### config.mk
export PLATFORM = sky130hd
export DESIGN_NAME = onchip_mem_arb_flat
export DESIGN_NICKNAME = d
export VERILOG_FILES = /design/src/rtl/onchip_mem_arb_pkg.sv /design/src/rtl/onchip_mem_arb_if.sv /design/src/rtl/onchip_mem_arb_tag_pipe.sv /design/src/rtl/onchip_mem_arb.sv /design/src/flat_wrapper.sv
export SDC_FILE = /design/constraint.sdc
export NUM_CORES = 1
export LEC_CHECK = 0
export CORE_AREA = 2 2 445 447
export CTS_BUF_LIST = sky130_fd_sc_hd__clkbuf_8 sky130_fd_sc_hd__clkbuf_16
export DETAILED_ROUTE_END_ITERATION = 10
export DIE_AREA = 0 0 447 449
export GPL_TIMING_DRIVEN = 0
export HOLD_SLACK_MARGIN = 0.08
export PLACE_DENSITY_LB_ADDON = 0.1
export SYNTH_ARGS = -nofsm -noshare
export SYNTH_HDL_FRONTEND = slang
export SYNTH_SLANG_ARGS = --single-unit
### constraint.sdc
create_clock -name clk -period 1.7 [get_ports clk]
set_input_delay 0.255 -clock clk [delete_from_list [all_inputs] [get_ports clk]]
set_output_delay 0.255 -clock clk [all_outputs]
set_load 0.005 [all_outputs]
### src/rtl/onchip_mem_arb_pkg.sv
// onchip_mem_arb_pkg: shared widths, owner tags and arbiter state encoding
package onchip_mem_arb_pkg;
    localparam int ADDR_W = 11;
    localparam int DATA_W = 256;
    localparam int BE_W   = DATA_W / 8;
    localparam logic [1:0] OWN_NONE = 2'd0;
    localparam logic [1:0] OWN_A    = 2'd1;
    localparam logic [1:0] OWN_B    = 2'd2;
    typedef enum logic {ARB_A, ARB_B} arb_state_t;
endpackage

### src/rtl/onchip_mem_arb_if.sv
// onchip_mem_arb_if: single-port pattern memory command/read-data bus
//  master (arbiter): drives mem_cs/mem_rd/mem_wr/mem_addr/mem_be/mem_wdata, samples mem_rdata
//  slave  (memory) : samples the command, drives mem_rdata
interface onchip_mem_arb_if;
    import onchip_mem_arb_pkg::*;
    logic              mem_cs;
    logic              mem_rd;
    logic              mem_wr;
    logic [ADDR_W-1:0] mem_addr;
    logic [BE_W-1:0]   mem_be;
    logic [DATA_W-1:0] mem_wdata;
    logic [DATA_W-1:0] mem_rdata;
    modport master (output mem_cs, mem_rd, mem_wr, mem_addr, mem_be, mem_wdata, input mem_rdata);
    modport slave  (input mem_cs, mem_rd, mem_wr, mem_addr, mem_be, mem_wdata, output mem_rdata);
endinterface

### src/rtl/onchip_mem_arb_tag_pipe.sv
// arb_tag_pipe: DEPTH-stage shift register carrying the read owner tag alongside memory latency
//  clk, rst_n (async active-low) ; tag_in: tag of the command now on the bus ; tag_out: owner of read data now valid
module arb_tag_pipe
    import onchip_mem_arb_pkg::*;
#(
    parameter int DEPTH = 1
) (
    input  logic       clk,
    input  logic       rst_n,
    input  logic [1:0] tag_in,
    output logic [1:0] tag_out
);
    logic [1:0] pipe [DEPTH];
    always_ff @(posedge clk or negedge rst_n) begin
        if (!rst_n) begin
            for (int i = 0; i < DEPTH; i++) pipe[i] <= OWN_NONE;
        end else begin
            pipe[0] <= tag_in;
            for (int i = 1; i < DEPTH; i++) pipe[i] <= pipe[i-1];
        end
    end
    assign tag_out = pipe[DEPTH-1];
endmodule

### src/rtl/onchip_mem_arb.sv
// onchip_mem_arb: two-requester arbiter for the single-port on-chip pattern memory
//  clk, rst_n (async active-low)
//  a_req/a_addr -> a_gnt (comb), a_rvalid : high-priority read-only pixel fetch port
//  b_req/b_we/b_addr/b_wdata/b_be -> b_gnt (comb), b_rvalid : low-priority loader port
//  rdata : memory read data passthrough, qualified by a_rvalid/b_rvalid
//  mem   : registered memory command bus (onchip_mem_arb_if.master)
//  ONCHIP_MEM_ARB_STATS_EN adds saturating a_gnt_cnt, b_gnt_cnt, b_wait_cnt outputs
module onchip_mem_arb
    import onchip_mem_arb_pkg::*;
#(
    parameter int MEM_RD_LAT = 1,
    parameter int A_MAX_RUN  = 8
) (
    input  logic              clk,
    input  logic              rst_n,
    input  logic              a_req,
    input  logic [ADDR_W-1:0] a_addr,
    output logic              a_gnt,
    output logic              a_rvalid,
    input  logic              b_req,
    input  logic              b_we,
    input  logic [ADDR_W-1:0] b_addr,
    input  logic [DATA_W-1:0] b_wdata,
    input  logic [BE_W-1:0]   b_be,
    output logic              b_gnt,
    output logic              b_rvalid,
    output logic [DATA_W-1:0] rdata,
`ifdef ONCHIP_MEM_ARB_STATS_EN
    onchip_mem_arb_if.master  mem,
    output logic [31:0]       a_gnt_cnt,
    output logic [31:0]       b_gnt_cnt,
    output logic [31:0]       b_wait_cnt
`else
    onchip_mem_arb_if.master  mem
`endif
);
    localparam logic [7:0] RUN_LAST = 8'(A_MAX_RUN - 1);
    arb_state_t state;
    logic [7:0] run_cnt;
    logic [1:0] cmd_tag;
    logic [1:0] rsp_tag;
    // In ARB_B a pending B wins outright; otherwise A wins whenever it asks.
    always_comb begin
        a_gnt    = rst_n & a_req & (state == ARB_A | ~b_req);
        b_gnt    = rst_n & b_req & ~a_gnt;
        a_rvalid = rsp_tag == OWN_A;
        b_rvalid = rsp_tag == OWN_B;
        rdata    = mem.mem_rdata;
    end
    always_ff @(posedge clk or negedge rst_n) begin
        if (!rst_n) begin
            state         <= ARB_A;
            run_cnt       <= '0;
            cmd_tag       <= OWN_NONE;
            mem.mem_cs    <= 1'b0;
            mem.mem_rd    <= 1'b0;
            mem.mem_wr    <= 1'b0;
            mem.mem_addr  <= '0;
            mem.mem_be    <= '0;
            mem.mem_wdata <= '0;
        end else begin
            mem.mem_cs <= a_gnt | b_gnt;
            mem.mem_rd <= a_gnt | (b_gnt & ~b_we);
            mem.mem_wr <= b_gnt & b_we;
            cmd_tag    <= a_gnt ? OWN_A : (b_gnt & ~b_we) ? OWN_B : OWN_NONE;
            if (a_gnt) begin
                mem.mem_addr <= a_addr;
                mem.mem_be   <= '1;
            end
            if (b_gnt) begin
                mem.mem_addr  <= b_addr;
                mem.mem_be    <= b_be;
                mem.mem_wdata <= b_wdata;
            end
            // Counts A grants that B has had to sit through; any B service or idle B clears it.
            run_cnt <= (a_gnt & b_req) ? (run_cnt == RUN_LAST ? run_cnt : run_cnt + 8'd1) : 8'd0;
            state   <= (state == ARB_A & a_gnt & b_req & run_cnt == RUN_LAST) ? ARB_B : ARB_A;
        end
    end
    arb_tag_pipe #(.DEPTH(MEM_RD_LAT)) u_tag_pipe (
        .clk     (clk),
        .rst_n   (rst_n),
        .tag_in  (cmd_tag),
        .tag_out (rsp_tag)
    );
`ifdef ONCHIP_MEM_ARB_STATS_EN
    always_ff @(posedge clk or negedge rst_n) begin
        if (!rst_n) begin
            a_gnt_cnt  <= '0;
            b_gnt_cnt  <= '0;
            b_wait_cnt <= '0;
        end else begin
            if (a_gnt && a_gnt_cnt != '1) a_gnt_cnt <= a_gnt_cnt + 32'd1;
            if (b_gnt && b_gnt_cnt != '1) b_gnt_cnt <= b_gnt_cnt + 32'd1;
            if (b_req && !b_gnt && b_wait_cnt != '1) b_wait_cnt <= b_wait_cnt + 32'd1;
        end
    end
`endif
endmodule

### src/flat_wrapper.sv
// flat-port wrapper written by rule: the top's interface ports become plain ports
module onchip_mem_arb_flat import onchip_mem_arb_pkg::*;
#(
    parameter int MEM_RD_LAT = 1,
    parameter int A_MAX_RUN  = 8
)
  (clk, rst_n, a_req, a_addr, a_gnt, a_rvalid, b_req, b_we, b_addr, b_wdata, b_be, b_gnt, b_rvalid, rdata, mem_mem_cs, mem_mem_rd, mem_mem_wr, mem_mem_addr, mem_mem_be, mem_mem_wdata, mem_mem_rdata);
  onchip_mem_arb_if mem_i ();
  input  logic clk;
  input  logic rst_n;
  input  logic a_req;
  input  logic [ADDR_W-1:0] a_addr;
  output logic a_gnt;
  output logic a_rvalid;
  input  logic b_req;
  input  logic b_we;
  input  logic [ADDR_W-1:0] b_addr;
  input  logic [DATA_W-1:0] b_wdata;
  input  logic [BE_W-1:0] b_be;
  output logic b_gnt;
  output logic b_rvalid;
  output logic [DATA_W-1:0] rdata;
  output wire logic [$bits(mem_i.mem_cs)-1:0] mem_mem_cs;
  output wire logic [$bits(mem_i.mem_rd)-1:0] mem_mem_rd;
  output wire logic [$bits(mem_i.mem_wr)-1:0] mem_mem_wr;
  output wire logic [$bits(mem_i.mem_addr)-1:0] mem_mem_addr;
  output wire logic [$bits(mem_i.mem_be)-1:0] mem_mem_be;
  output wire logic [$bits(mem_i.mem_wdata)-1:0] mem_mem_wdata;
  input wire logic [$bits(mem_i.mem_rdata)-1:0] mem_mem_rdata;
  assign mem_mem_cs = mem_i.mem_cs;
  assign mem_mem_rd = mem_i.mem_rd;
  assign mem_mem_wr = mem_i.mem_wr;
  assign mem_mem_addr = mem_i.mem_addr;
  assign mem_mem_be = mem_i.mem_be;
  assign mem_mem_wdata = mem_i.mem_wdata;
  assign mem_i.mem_rdata = mem_mem_rdata;
  onchip_mem_arb #(.MEM_RD_LAT(MEM_RD_LAT), .A_MAX_RUN(A_MAX_RUN)) u_core (.clk(clk), .rst_n(rst_n), .a_req(a_req), .a_addr(a_addr), .a_gnt(a_gnt), .a_rvalid(a_rvalid), .b_req(b_req), .b_we(b_we), .b_addr(b_addr), .b_wdata(b_wdata), .b_be(b_be), .b_gnt(b_gnt), .b_rvalid(b_rvalid), .rdata(rdata), .mem(mem_i));
endmodule
==> metrics.md <==
| Metric | Value |
|---|---|
| RSZ-0062 raised after global routing | true |
| Crit path setup slack, layout | -0.136 ns |
| Final Hold Viols | 0 |
| Die Wd | 447 microns |
| DR iter-0 viols | 262 |
| CTS sink cnt | 315 |
| First-pass GRT wire length | slightly above 100000 microns |
| Vias | 11200 |
| Fin nets | 2509 |
| Worst Path Required | 1.44 ns |
| Routed WL per cell | 17.6 microns |
| Ports | 1133 |
| Async SR Flop Fraction | 100% |
| Worst rel slew slack | 66.0% |
| Mapped Area | 0.0138 sq mm |
| Die height | 449 microns |
| Vias in the first global route | 12100 |
| Period utilisation layout | 108% |
| Total Power | 27.1 mW |
| Dpl ws | -2.01 ns |
| Area grow syn2layout | 111% |
| Routed wire length | 81400 microns |
| Reg-to-reg setup timing slack | -0.03 ns |
| Total CTS buffers | 51 |
| FF+latch count, synth | 315 |
| Top_reg_cell synth | dfrtp_1 |
| Remaining DRCs | 0 |
| Static leakage | 12.8 nW |
| Peak supply drop | 0.716 mV |
| Total grt overflow | 0 |
| Yosys warning count | 0 |
| Post-DRT Antenna Nets | 0 |
| Site row count | between 150 and 200 |
| Post-route non-filler standard cell count | 4623 |
| Die ar. | roughly 0.2 sq mm |
| CP Data Arrival Time | 1.58 ns |
| Initial antenna violation count | 9 |
| First-pass DRT Iterations | 4 |
| CP endpoint kind | primary output |
| Core area | 0.196 sq mm |
| Sequential share of the synthesized area | 57.0% |
| Gr usage total | approximately 7.4% |
| Clock Latency Late Sink | between 0.6 and 0.7 ns |
| Final setup vio count | 33 |
| Port bufs | 876 |
| CTS tree | done |
| Initial Util | 7.05% |
| Critical Setup Path Class | flip-flop to primary output |
| DP HPWL | 61700 microns |
| Clk_skew | approximately 0.021 ns |
| Final core utilization | 14.9% |
| P per Cell Area | 926 mW/mm^2 |
| Mapped Nets | about 1500 |
| CTS H-tree depth | 2 |
| Worst setup SP type | flip-flop |
| Failing checks | setup timing |
| Worst-path fanout max | 2 |
| Worst hold slack | between 0.2 and 0.25 ns |
| Clock transition at path regs | about 0.060 ns |
| Fillcell total | 22000 |
| Root Buffer | clkbuf_16 |
| Cells after Synth | 964 |
| Achievable frequency | 545 MHz |
| GPL Wtd Cong | 0.739 |
| Worst hold path type | input pin to flip-flop |
| Max-cap viol count | 0 |
| # placed instances | around 4500 |
| Yosys cell types | 36 |
| Max-slew violation count | 0 |
| Share of cells above drive strength 1 | between 30% and 40% |
| Tightest Pin Transition | 0.510 ns |
| Mean Syn Cell Area | 14.3 sq um |
| Largest net degree at the start of global routing | between 70 and 80 |
| Status | finished, violations left |
| Drt via density | 2.43 |
| CTS max path bufs | 3 |
| EDFF count, synth | 0 |
| Min cycle time layout | about 1.8 ns |
## final timing paths
path	depth (start not counted)	to	startpoint
min in group asynchronous	3	u_core.mem.mem_wdata[210]$_DFFE_PN0N_	rst_n
min	2	u_core.mem.mem_wdata[83]$_DFFE_PN0N_	b_wdata[83]
max	5	b_gnt	u_core.state$_DFF_PN0_
min reg2reg	0	u_core.u_tag_pipe.tag_out[0]$_DFF_PN0_	u_core.cmd_tag[0]$_DFF_PN0_
max in group asynchronous	6	u_core.mem.mem_be[6]$_DFFE_PN0P_	rst_n
max reg2reg	7	u_core.mem.mem_wdata[134]$_DFFE_PN0N_	u_core.state$_DFF_PN0_
## cell families (layout without fill, tap and decap cells)
logic type                 Yosys count  after routing  share of synthesized area (%)
AOI/OAI and AO/OA                   55             55                           3.36
DFF                                315            315                           57.0
xor gates and xnor gates             2              2                          0.127
buffers and inverters              295           1308                           16.9
adders and majority gates            1              1                         0.0904
muxes                              257            257                           20.9
and+or+nand+nor                     39             39                           1.66
other                                0              6                              0
## cell usage in the layout, fill, tap and decap left out, types with 2 or more instances in the layout
cell type / count
a21oi_1: 2
a221o_1: 11
buf_12: 31
buf_16: 11
buf_2: 7
buf_4: 268
buf_6: 5
bufbuf_16: 3
bufinv_16: 2
clkbuf_16: 69
clkbuf_8: 11
clkdlybuf4s15_1: 28
clkdlybuf4s15_2: 12
clkdlybuf4s50_1: 569
clkinv_2: 6
clkinvlp_4: 3
dfrtp_1: 314
diode_2: 6
dlygate4sd2_1: 258
dlygate4sd3_1: 4
inv_1: 16
inv_16: 2
mux2_2: 59
mux2_4: 197
nand2_1: 8
nand3_1: 3
nor2_1: 3
nor2b_1: 13
o21ai_0: 3
o21bai_1: 2
o22a_1: 32
or3_1: 2
## through the flow
| step | setup TNS (ns) | cell area [sq um] |
|---|---|---|
| after floorplan | 0 | 13800 |
| after global placement | - | 25900 |
| after detailed placement | -361.61 | 26000 |
| after CTS | -0.450 | 27900 |
| after global routing | -7.27 | 29200 |
| final | -0.745 | 29300 |
## worst max-delay path, cell delays in order, from the launching register on
cell      delay [ns]
dfrtp_1         0.39
nand2b_4        0.15
nand3_4         0.11
buf_12          0.14
inv_16          0.04
buf_6           0.10
## timing repair
action | 4_1_cts | 5_1_grt
endpoints found under the setup margin | 612 | 118
resized for setup | 419 | 257
endpoints found under the hold margin | 250 | 0
setup buffers | 9 | 4
pin swaps | 1 | 0
hold buffers | 10 | 0
cloned | 3 | 16
## Yosys cell counts (2+ instances only)
library cell | count | area (sq um)
a21oi_1 | 3 | 15.0
mux2_2 | 256 | 2880
clkbuf_8 | 9 | 124
nand2_1 | 8 | 30.0
o22a_1 | 32 | 280
buf_4 | 258 | 1940
nand3_1 | 3 | 15.0
o21bai_1 | 2 | 15.0
buf_2 | 5 | 25.0
nor2_1 | 3 | 11.3
buf_6 | 21 | 236
o21ai_0 | 3 | 15.0
nor2b_1 | 13 | 81.3
or3_1 | 2 | 12.5
a221o_1 | 11 | 110
dfrtp_1 | 315 | 7880
## layout make-up
type	instances	area, sq um	area share [%]
repair buffers	921	9370	32.0
flip-flops and latches	315	7880	26.9
multi-input cells	354	4380	15.0
well taps	2640	3300	11.3
plain buffers	293	2600	8.88
clock buffers	63	1450	4.97
clock inverters	30	231	0.791
inverters	1	20.0	0.0684
diodes	6	15.0	0.0513
## where the power goes
part / total (mW) / switching, mW / leakage, nW / internal (mW)
clock: 10.7 / 4.35 / 0.883 / 6.32
sequential: 9.45 / 0.681 / 3.69 / 8.77
combinational: 6.96 / 2.45 / 8.19 / 4.51
total: 27.1 / 7.48 / 12.8 / 19.6
## metal layers
layer | GRT usage, % | share of wire, % | up-vias
met4 | 2.31 | 2.4 | 6
met1 | 7.01 | 34 | 5666
met5 | 0 | 0.034 | -
met2 | 15.1 | 58 | 444
met3 | 1.97 | 5.8 | 90
li1 | - | - | 5043
## registers in the layout, summed over array words and instances (netlist names)
name	flops
u_core.mem.mem_wdata	256
u_core.state	1
u_core.mem.mem_be	32
u_core.u_tag_pipe.tag_out	2
u_core.run_cnt	8
u_core.mem.mem_cs	1
u_core.mem.mem_rd	1
u_core.mem.mem_addr	11
u_core.cmd_tag	2
u_core.mem.mem_wr	1
Note: power is estimated with default switching activity, not from simulation.
